`src/rtl/squeeze_controller.sv`:
```
// SHAKE squeeze controller: streams rate lanes of the permuted Keccak state as a
// byte-length-limited output stream and requests permutations at block boundaries.
//
// state  | meaning
// IDLE   | waiting for start
// STREAM | accepting rate lanes into the output register
// PERM   | block consumed, waiting for the core to finish the next permutation
// FLUSH  | final word loaded, waiting for its downstream handshake
module squeeze_controller #(
    parameter int WIDTH         = 32,
    parameter int LANES_IN_RATE = 17
) (
    input  logic             i_clk,
    input  logic             i_rst_n,
    input  logic             i_start,
    input  logic [WIDTH-1:0] i_output_byte_size,
    input  logic [63:0]      i_lane_data,
    input  logic             i_lane_valid,
    output logic             o_lane_ready,
    output logic             o_perm_req,
    input  logic             i_perm_done,
    output logic [63:0]      o_dout,
    output logic [7:0]       o_dout_keep,
    output logic             o_dout_valid,
    input  logic             i_dout_ready,
    output logic             o_dout_last,
    output logic             o_busy,
    output logic             o_done
);
    localparam int LANE_W     = 64;
    localparam int BYTE_DELTA = LANE_W / 8;
    localparam int CNT_W      = $clog2(LANES_IN_RATE + 1);

    localparam logic [1:0] S_IDLE   = 2'd0;
    localparam logic [1:0] S_STREAM = 2'd1;
    localparam logic [1:0] S_PERM   = 2'd2;
    localparam logic [1:0] S_FLUSH  = 2'd3;

    logic [1:0]        r_state;
    logic [WIDTH-1:0]  r_remaining;
    logic [CNT_W-1:0]  r_lane_cnt;
    logic [LANE_W-1:0] r_dout;
    logic [7:0]        r_dout_keep;
    logic              r_dout_valid;
    logic              r_dout_last;
    logic              r_perm_req;
    logic              r_done;

    logic              w_accept;
    logic              w_final_lane;
    logic              w_block_end;
    logic              w_drain;
    logic [7:0]        w_keep;
    logic [LANE_W-1:0] w_data;

    assign o_lane_ready = (r_state == S_STREAM) && (!r_dout_valid || i_dout_ready);
    assign w_accept     = i_lane_valid && o_lane_ready;
    assign w_drain      = r_dout_valid && i_dout_ready;
    assign w_final_lane = (r_remaining <= WIDTH'(BYTE_DELTA));
    assign w_block_end  = (r_lane_cnt == CNT_W'(LANES_IN_RATE - 1));

    // Byte i is kept while more than i bytes are still owed; for non-final lanes this is all ones.
    always_comb begin
        w_keep = '0;
        w_data = '0;
        for (int i = 0; i < BYTE_DELTA; i++) begin
            w_keep[i]       = (r_remaining > WIDTH'(i));
            w_data[8*i +: 8] = i_lane_data[8*i +: 8] & {8{w_keep[i]}};
        end
    end

    always_ff @(posedge i_clk or negedge i_rst_n) begin
        if (!i_rst_n) begin
            r_state      <= S_IDLE;
            r_remaining  <= '0;
            r_lane_cnt   <= '0;
            r_dout       <= '0;
            r_dout_keep  <= '0;
            r_dout_valid <= 1'b0;
            r_dout_last  <= 1'b0;
            r_perm_req   <= 1'b0;
            r_done       <= 1'b0;
        end else begin
            r_perm_req <= 1'b0;
            r_done     <= 1'b0;
            // Output register drains on its own; a new lane below overrides this.
            if (w_drain) begin
                r_dout_valid <= 1'b0;
                r_dout_last  <= 1'b0;
            end
            case (r_state)
                S_IDLE: begin
                    if (i_start) begin
                        if (i_output_byte_size == '0) begin
                            r_done <= 1'b1;
                        end else begin
                            r_remaining <= i_output_byte_size;
                            r_lane_cnt  <= '0;
                            r_state     <= S_STREAM;
                        end
                    end
                end
                S_STREAM: begin
                    if (w_accept) begin
                        r_dout       <= w_data;
                        r_dout_keep  <= w_keep;
                        r_dout_valid <= 1'b1;
                        if (w_final_lane) begin
                            r_dout_last <= 1'b1;
                            r_state     <= S_FLUSH;
                        end else begin
                            r_dout_last <= 1'b0;
                            r_remaining <= r_remaining - WIDTH'(BYTE_DELTA);
                            if (w_block_end) begin
                                r_lane_cnt <= '0;
                                r_perm_req <= 1'b1;
                                r_state    <= S_PERM;
                            end else begin
                                r_lane_cnt <= r_lane_cnt + CNT_W'(1);
                            end
                        end
                    end
                end
                S_PERM: begin
                    if (i_perm_done) begin
                        r_state <= S_STREAM;
                    end
                end
                S_FLUSH: begin
                    if (w_drain) begin
                        r_done  <= 1'b1;
                        r_state <= S_IDLE;
                    end
                end
                default: r_state <= S_IDLE;
            endcase
        end
    end

    assign o_perm_req   = r_perm_req;
    assign o_dout       = r_dout;
    assign o_dout_keep  = r_dout_keep;
    assign o_dout_valid = r_dout_valid;
    assign o_dout_last  = r_dout_last;
    assign o_busy       = (r_state != S_IDLE);
    assign o_done       = r_done;

endmodule

```
`config.mk`:
```
export PLATFORM = sky130hd
export DESIGN_NAME = squeeze_controller
export DESIGN_NICKNAME = d
export VERILOG_FILES = /design/src/rtl/squeeze_controller.sv
export SDC_FILE = /design/constraint.sdc
export NUM_CORES = 1
export LEC_CHECK = 0
export CAP_MARGIN = 10
export CORE_ASPECT_RATIO = 0.9
export CORE_MARGIN = 2
export CORE_UTILIZATION = 40
export DETAILED_ROUTE_END_ITERATION = 16
export PLACE_DENSITY = 0.71
export SYNTH_ARGS = -nofsm -noshare
export SYNTH_HDL_FRONTEND = slang
export SYNTH_SLANG_ARGS = --single-unit
```
`constraint.sdc`:
```
create_clock -name i_clk -period 4.9 [get_ports i_clk]
set_input_delay 0.98 -clock i_clk [delete_from_list [all_inputs] [get_ports i_clk]]
set_output_delay 0.98 -clock i_clk [all_outputs]
set_load 0.05 [all_outputs]
```
== After elaboration in Yosys (flattened, before gate mapping) ==
Cells that the tools add are included.
Storage, ports and cells
  register bits after elaboration: 115
  bits of input ports: 102
  output and inout bits: 78
  word-level logic and storage cells: 85
Operators by class
  $add $sub $neg: 2
  order comparisons: 9
  eq/ne operators: 11
  multiplexer cells: 34
  bitwise gates (word level): 8
  reductions and logical operators: 12
Operator list (count)
  32-bit by 3-bit > comparator with 1-bit output (second input constant): 4
  32-bit two-way mux: 4
  8-bit bitwise AND: 8
  32-bit by 1-bit > comparator with 1-bit output (second input constant): 2
  32-bit by 2-bit > comparator with 1-bit output (second input constant): 2
  32-bit one-hot mux with 2 select lines: 1
  32-bit by 4-bit less-or-equal comparator with 1-bit output (second input constant): 1
  32-bit logical NOT: 1
  32-bit by 4-bit subtractor with 32-bit output (second input constant): 1
  5-bit two-way mux: 5
  1-bit two-way mux: 14
  2-bit two-way mux: 7
  2-bit != test (second input constant): 6
  5-bit one-hot mux with 2 select lines: 1
  2-bit one-hot mux with 4 select lines: 1
  6-bit AND reduction: 1
  5-bit by 1-bit adder with 5-bit output (second input constant): 1
  5-bit equality test (second input constant): 1
  5-bit AND reduction: 1
  2-bit equality test (second input constant): 2
  2-bit nonzero test: 2
  1-bit logical AND: 3
  3-bit != test (second input constant): 1
  2-bit by 1-bit equality test with 1-bit output (second input constant): 1
  5 further kinds: 5

== Longest topological paths before layout ==
  depth in word-level cells: 6
  mapped depth: 11
  gate-level depth less buffers: 8

== Least setup slack after synthesis ==
No wires, ideal clock.
  path kind: input to register
  start: input port i_output_byte_size[11]
  end: register r_remaining[18]
  setup time: 124 ps
  data arrival time: 2589 ps
  setup slack: 2187 ps
  stages: 8
  cells stage by stage: nor4_1 nand3_1 nor3_2 or2_0 clkbuf_1 clkbuf_1 nor3_1 a211o_1
Between the ends
  cells in the longest elaborated chain, start to end: 3
RTL lines
  start: declaration: RTL line 16  | input logic [WIDTH-1:0] i_output_byte_size,
  32-bit logical NOT: RTL line 94  | if (i_output_byte_size == '0) begin
  2-bit != test (no line)
  5-bit AND reduction (no line)
  end signal: assignment: RTL line 97  | r_remaining <= i_output_byte_size;
  end signal: assignment: RTL line 113  | r_remaining <= r_remaining - WIDTH'(BYTE_DELTA);
  end: declaration: RTL line 40  | logic [WIDTH-1:0] r_remaining;
Every way passes these cells.
A chain may end at the register's enable or synchronous reset.

== Final worst setup path ==
  start: register r_state[1]
  end: output port o_lane_ready
Between the ends
  cells in the longest elaborated chain, start to end: 2
RTL lines
  start: declaration: RTL line 39  | logic [1:0] r_state;
  start signal: assignment: RTL line 74  | r_state <= S_IDLE;
  start signal: assignment: RTL line 99  | r_state <= S_STREAM;
  start signal: assignment: RTL line 110  | r_state <= S_FLUSH;
  2-bit by 1-bit equality test with 1-bit output: RTL line 56  | assign o_lane_ready = (r_state == S_STREAM) && (!r_dout_valid || i_dout_ready);
  1-bit logical AND: RTL line 56
  end: declaration: RTL line 19  | output logic o_lane_ready,
Every way passes these cells.

==> impl_metrics.tcl <==
set metrics [dict create \
    grt_pass1_vias 5234 \
    intPower_mw 3.43 \
    antenna_left 0 \
    clkLatencyLatePin_ns 0.42 \
    pre_cts_ws_ns 1.28 \
    power_switching_share_pct 45.4 \
    cts_buffer_depth 2 \
    grt_pass1_wl_um 27400 \
    fin_skew_ns 0.0107 \
    fin_crit_ns 3.72 \
    cp_slowest_stage_delay_ns 0.82 \
    ios 180 \
    yosysTopAreaCellShare_pct 51.6 \
    grt_max_degree 80 \
    synthTopCellsByArea "dfrtp_1, a22o_1, nand2_1" \
    setup_ws_ns 1.18 \
    syn_inst 539 \
    drt-total-wl_um 17300 \
    nNetsFinal 823 \
    synth_area_mm2 0.00557 \
    n_antenna_cell 0 \
    vias_per_cell 5.83 \
    tns_ns 0 \
    worstMarginPinSlew_ns 1.02 \
    power_switching_mw 2.85 \
    drtIter0Drc 465 \
    crit_path_start_kind "register" \
    htreeDepth 4 \
    hp-class "reg2reg" \
    start_util_pct 41.4 \
    clockRootBuffer "clkbuf_16" \
    maxCapViolations 0 \
    fmax_mhz 269 \
    endpoint_kind "primary output" \
    synth.top_cells.by_count "dfrtp_1, a22o_1, nand2_1" \
    antenna_found_initial 0 \
    critPathKind "reg2out" \
    post_cts_buffers 0 \
    numCtsBuffers 17 \
    status "finished clean" \
    required_ns 3.92 \
    die_w_um 128 \
    pwr-share-seq_pct 28.1 \
    finalMaxSlewViolations 0 \
    hpwl_um 12100 \
    crit_chain "inv_1, ha_2, buf_4, and2_1, clkdlybuf4s50_1" \
    combPwrFrac_pct 51.3 \
    syn2layout_area_growth_pct 45.7 \
    synth_edf_count 0 \
    wl_per_cell_um 19.4 \
    power_mw 6.28 \
    avgSynthCellArea_um2 10.3 \
    rows 40 \
    cts_resized 0 \
    io_buffers 179 \
    path_clk_slew_ns 0.05 \
    placed_cell_area_mm2 0.00750 \
    synth_nets 650 \
    place.gp.congestion 0.913 \
    p_leak_nw 3.34 \
    crit_slowest_cell "clkdlybuf4s50_1" \
    grt_usage_pct 23.8 \
    synth-main-ff-cell "dfrtp_1" \
    relSlewSlack_pct 31.9 \
    yosys_register_bits 115 \
    async_flop_share_pct 100 \
    drt-pass1-iter-count 5 \
    rsz0062_at_grt "false" \
    max-vdd-ir-drop_mv 0.501 \
    crit_fanout 70 \
    overflow 0 \
    clockPowerShare_pct 20.6 \
    die_y_um 116 \
    fin_cells 892 \
    vias 5200 \
    p_per_area_mw_per_mm2 774 \
    timing.final.crit_share_pct 76.0 \
    postCtsHoldBufs 0 \
    cts_tree "done" \
    ys_types 61 \
    dieArea_mm2 0.0149 \
    final_layout_size_suffix_gt1_share_pct 7.60 \
    final_hold_viol_count 0 \
    route.detailed.drc 0 \
    yosysWarnings 0 \
    synth_area_leader_cell "dfrtp_1" \
    finalSetupViolations 0 \
    yosysMostFrequentCell "dfrtp_1" \
    ys_seq_area_share_pct 51.6 \
    core-area_mm2 0.0135 \
    dp.cells 861 \
    cp.arrival_ns 2.74 \
    cts_sinks 115 \
    finish.instance_area_mm2 0.00812 \
]
final cells by class:
type                    instances  area, µm²
repair buffers                186       1840
inverters                      10       37.5
fillers                      1081       5340
clock inverters                 8        124
well taps                     168        210
flip-flops and latches        115       2880
clock buffers                  23        498
multi-input cells             382       2530
metrics by stage:
step / hold WS, ns / utilization [%]
after floorplan: 0.489 / -
after global placement: 0.461 / 55.7
after detailed placement: 0.467 / 55.7
after CTS: 0.480 / 60.3
after global routing: 0.491 / 60.3
final: 0.478 / 60.3
path summary, 6_finish.rpt:
kind / startpoint / to / slack [ns] / cells past startpoint
max: r_state[1] / o_lane_ready / 1.18 / 5
min: o_dout_keep[7] / o_dout_keep[7] / 0.48 / 1
max reg2reg: r_state[1] / r_remaining[27] / 1.68 / 8
min reg2reg: o_dout_keep[7] / o_dout_keep[7] / 0.48 / 1
max in group asynchronous: i_rst_n / o_dout[25] / 3.08 / 2
min in group asynchronous: i_rst_n / r_lane_cnt[2] / 0.72 / 1
sequential cells by signal, summed over array words and instances (netlist names):
name / count
o_done: 1
r_remaining: 32
o_dout_keep: 8
r_state: 2
o_dout_last: 1
o_perm_req: 1
o_dout_valid: 1
r_lane_cnt: 5
o_dout: 64
logic make-up after synthesis:
family	after synthesis	synth area share, %
compound gates	173	23.0
fa+ha+maj	9	2.02
buf+inv	42	3.08
flops	115	51.6
mux	1	0.202
simple gates	199	20.1
per-layer routing:
| metal | global-route usage [%] | share of wire (%) | vias up |
|---|---|---|---|
| met3 | 8.22 | 7.8 | 37 |
| met4 | 9.45 | 2.2 | 0 |
| met1 | 30.2 | 43 | 2525 |
| li1 | - | - | 2428 |
| met2 | 37.6 | 47 | 210 |
| met5 | 0 | 0 | - |
worst max-delay path, delay by kind of cell, from the launching register on:
family,cells,cell delay [ns]
fa+ha+maj,1,0.19
simple gates,1,0.26
buf+inv,3,1.47
flops,1,0.41
power groups by stage:
stage               Sequential [mW]  Combinational [mW]  Clock, mW
global route                   1.83                3.43       1.36
finish                         1.76                3.22       1.29
global placement               1.73                3.16          0
detailed placement             1.75                3.22          0
floorplan                      2.67                1.22          0
CTS                            1.76                3.23       1.32
placed cells by master (no fill, tap or decap), drive strengths merged, types with 3 or more instances in the layout:
| cell type | Yosys | layout |
|---|---|---|
| or4 | 5 | 5 |
| nand2b | 7 | 7 |
| o311ai | 3 | 3 |
| clkinv | 0 | 3 |
| o22ai | 7 | 7 |
| nor3 | 24 | 24 |
| ha | 9 | 9 |
| a21oi | 28 | 28 |
| and3 | 4 | 4 |
| a31oi | 6 | 6 |
| a22o | 60 | 60 |
| and2 | 3 | 3 |
| and4 | 9 | 9 |
| a2bb2oi | 7 | 7 |
| dfrtp | 115 | 115 |
| nand2 | 41 | 41 |
| a21o | 9 | 9 |
| nor2 | 34 | 34 |
| nor4 | 24 | 24 |
| o21ai | 25 | 25 |
| clkdlybuf4s50 | 0 | 178 |
| nor4b | 6 | 6 |
| o22a | 4 | 4 |
| clkbuf | 24 | 23 |
| or3 | 6 | 6 |
| bufinv | 0 | 3 |
| inv | 10 | 10 |
| nand4 | 9 | 9 |
| buf | 8 | 8 |
| nand3 | 18 | 18 |
| o211ai | 5 | 5 |
Note: power is estimated with default switching activity, not from simulation.
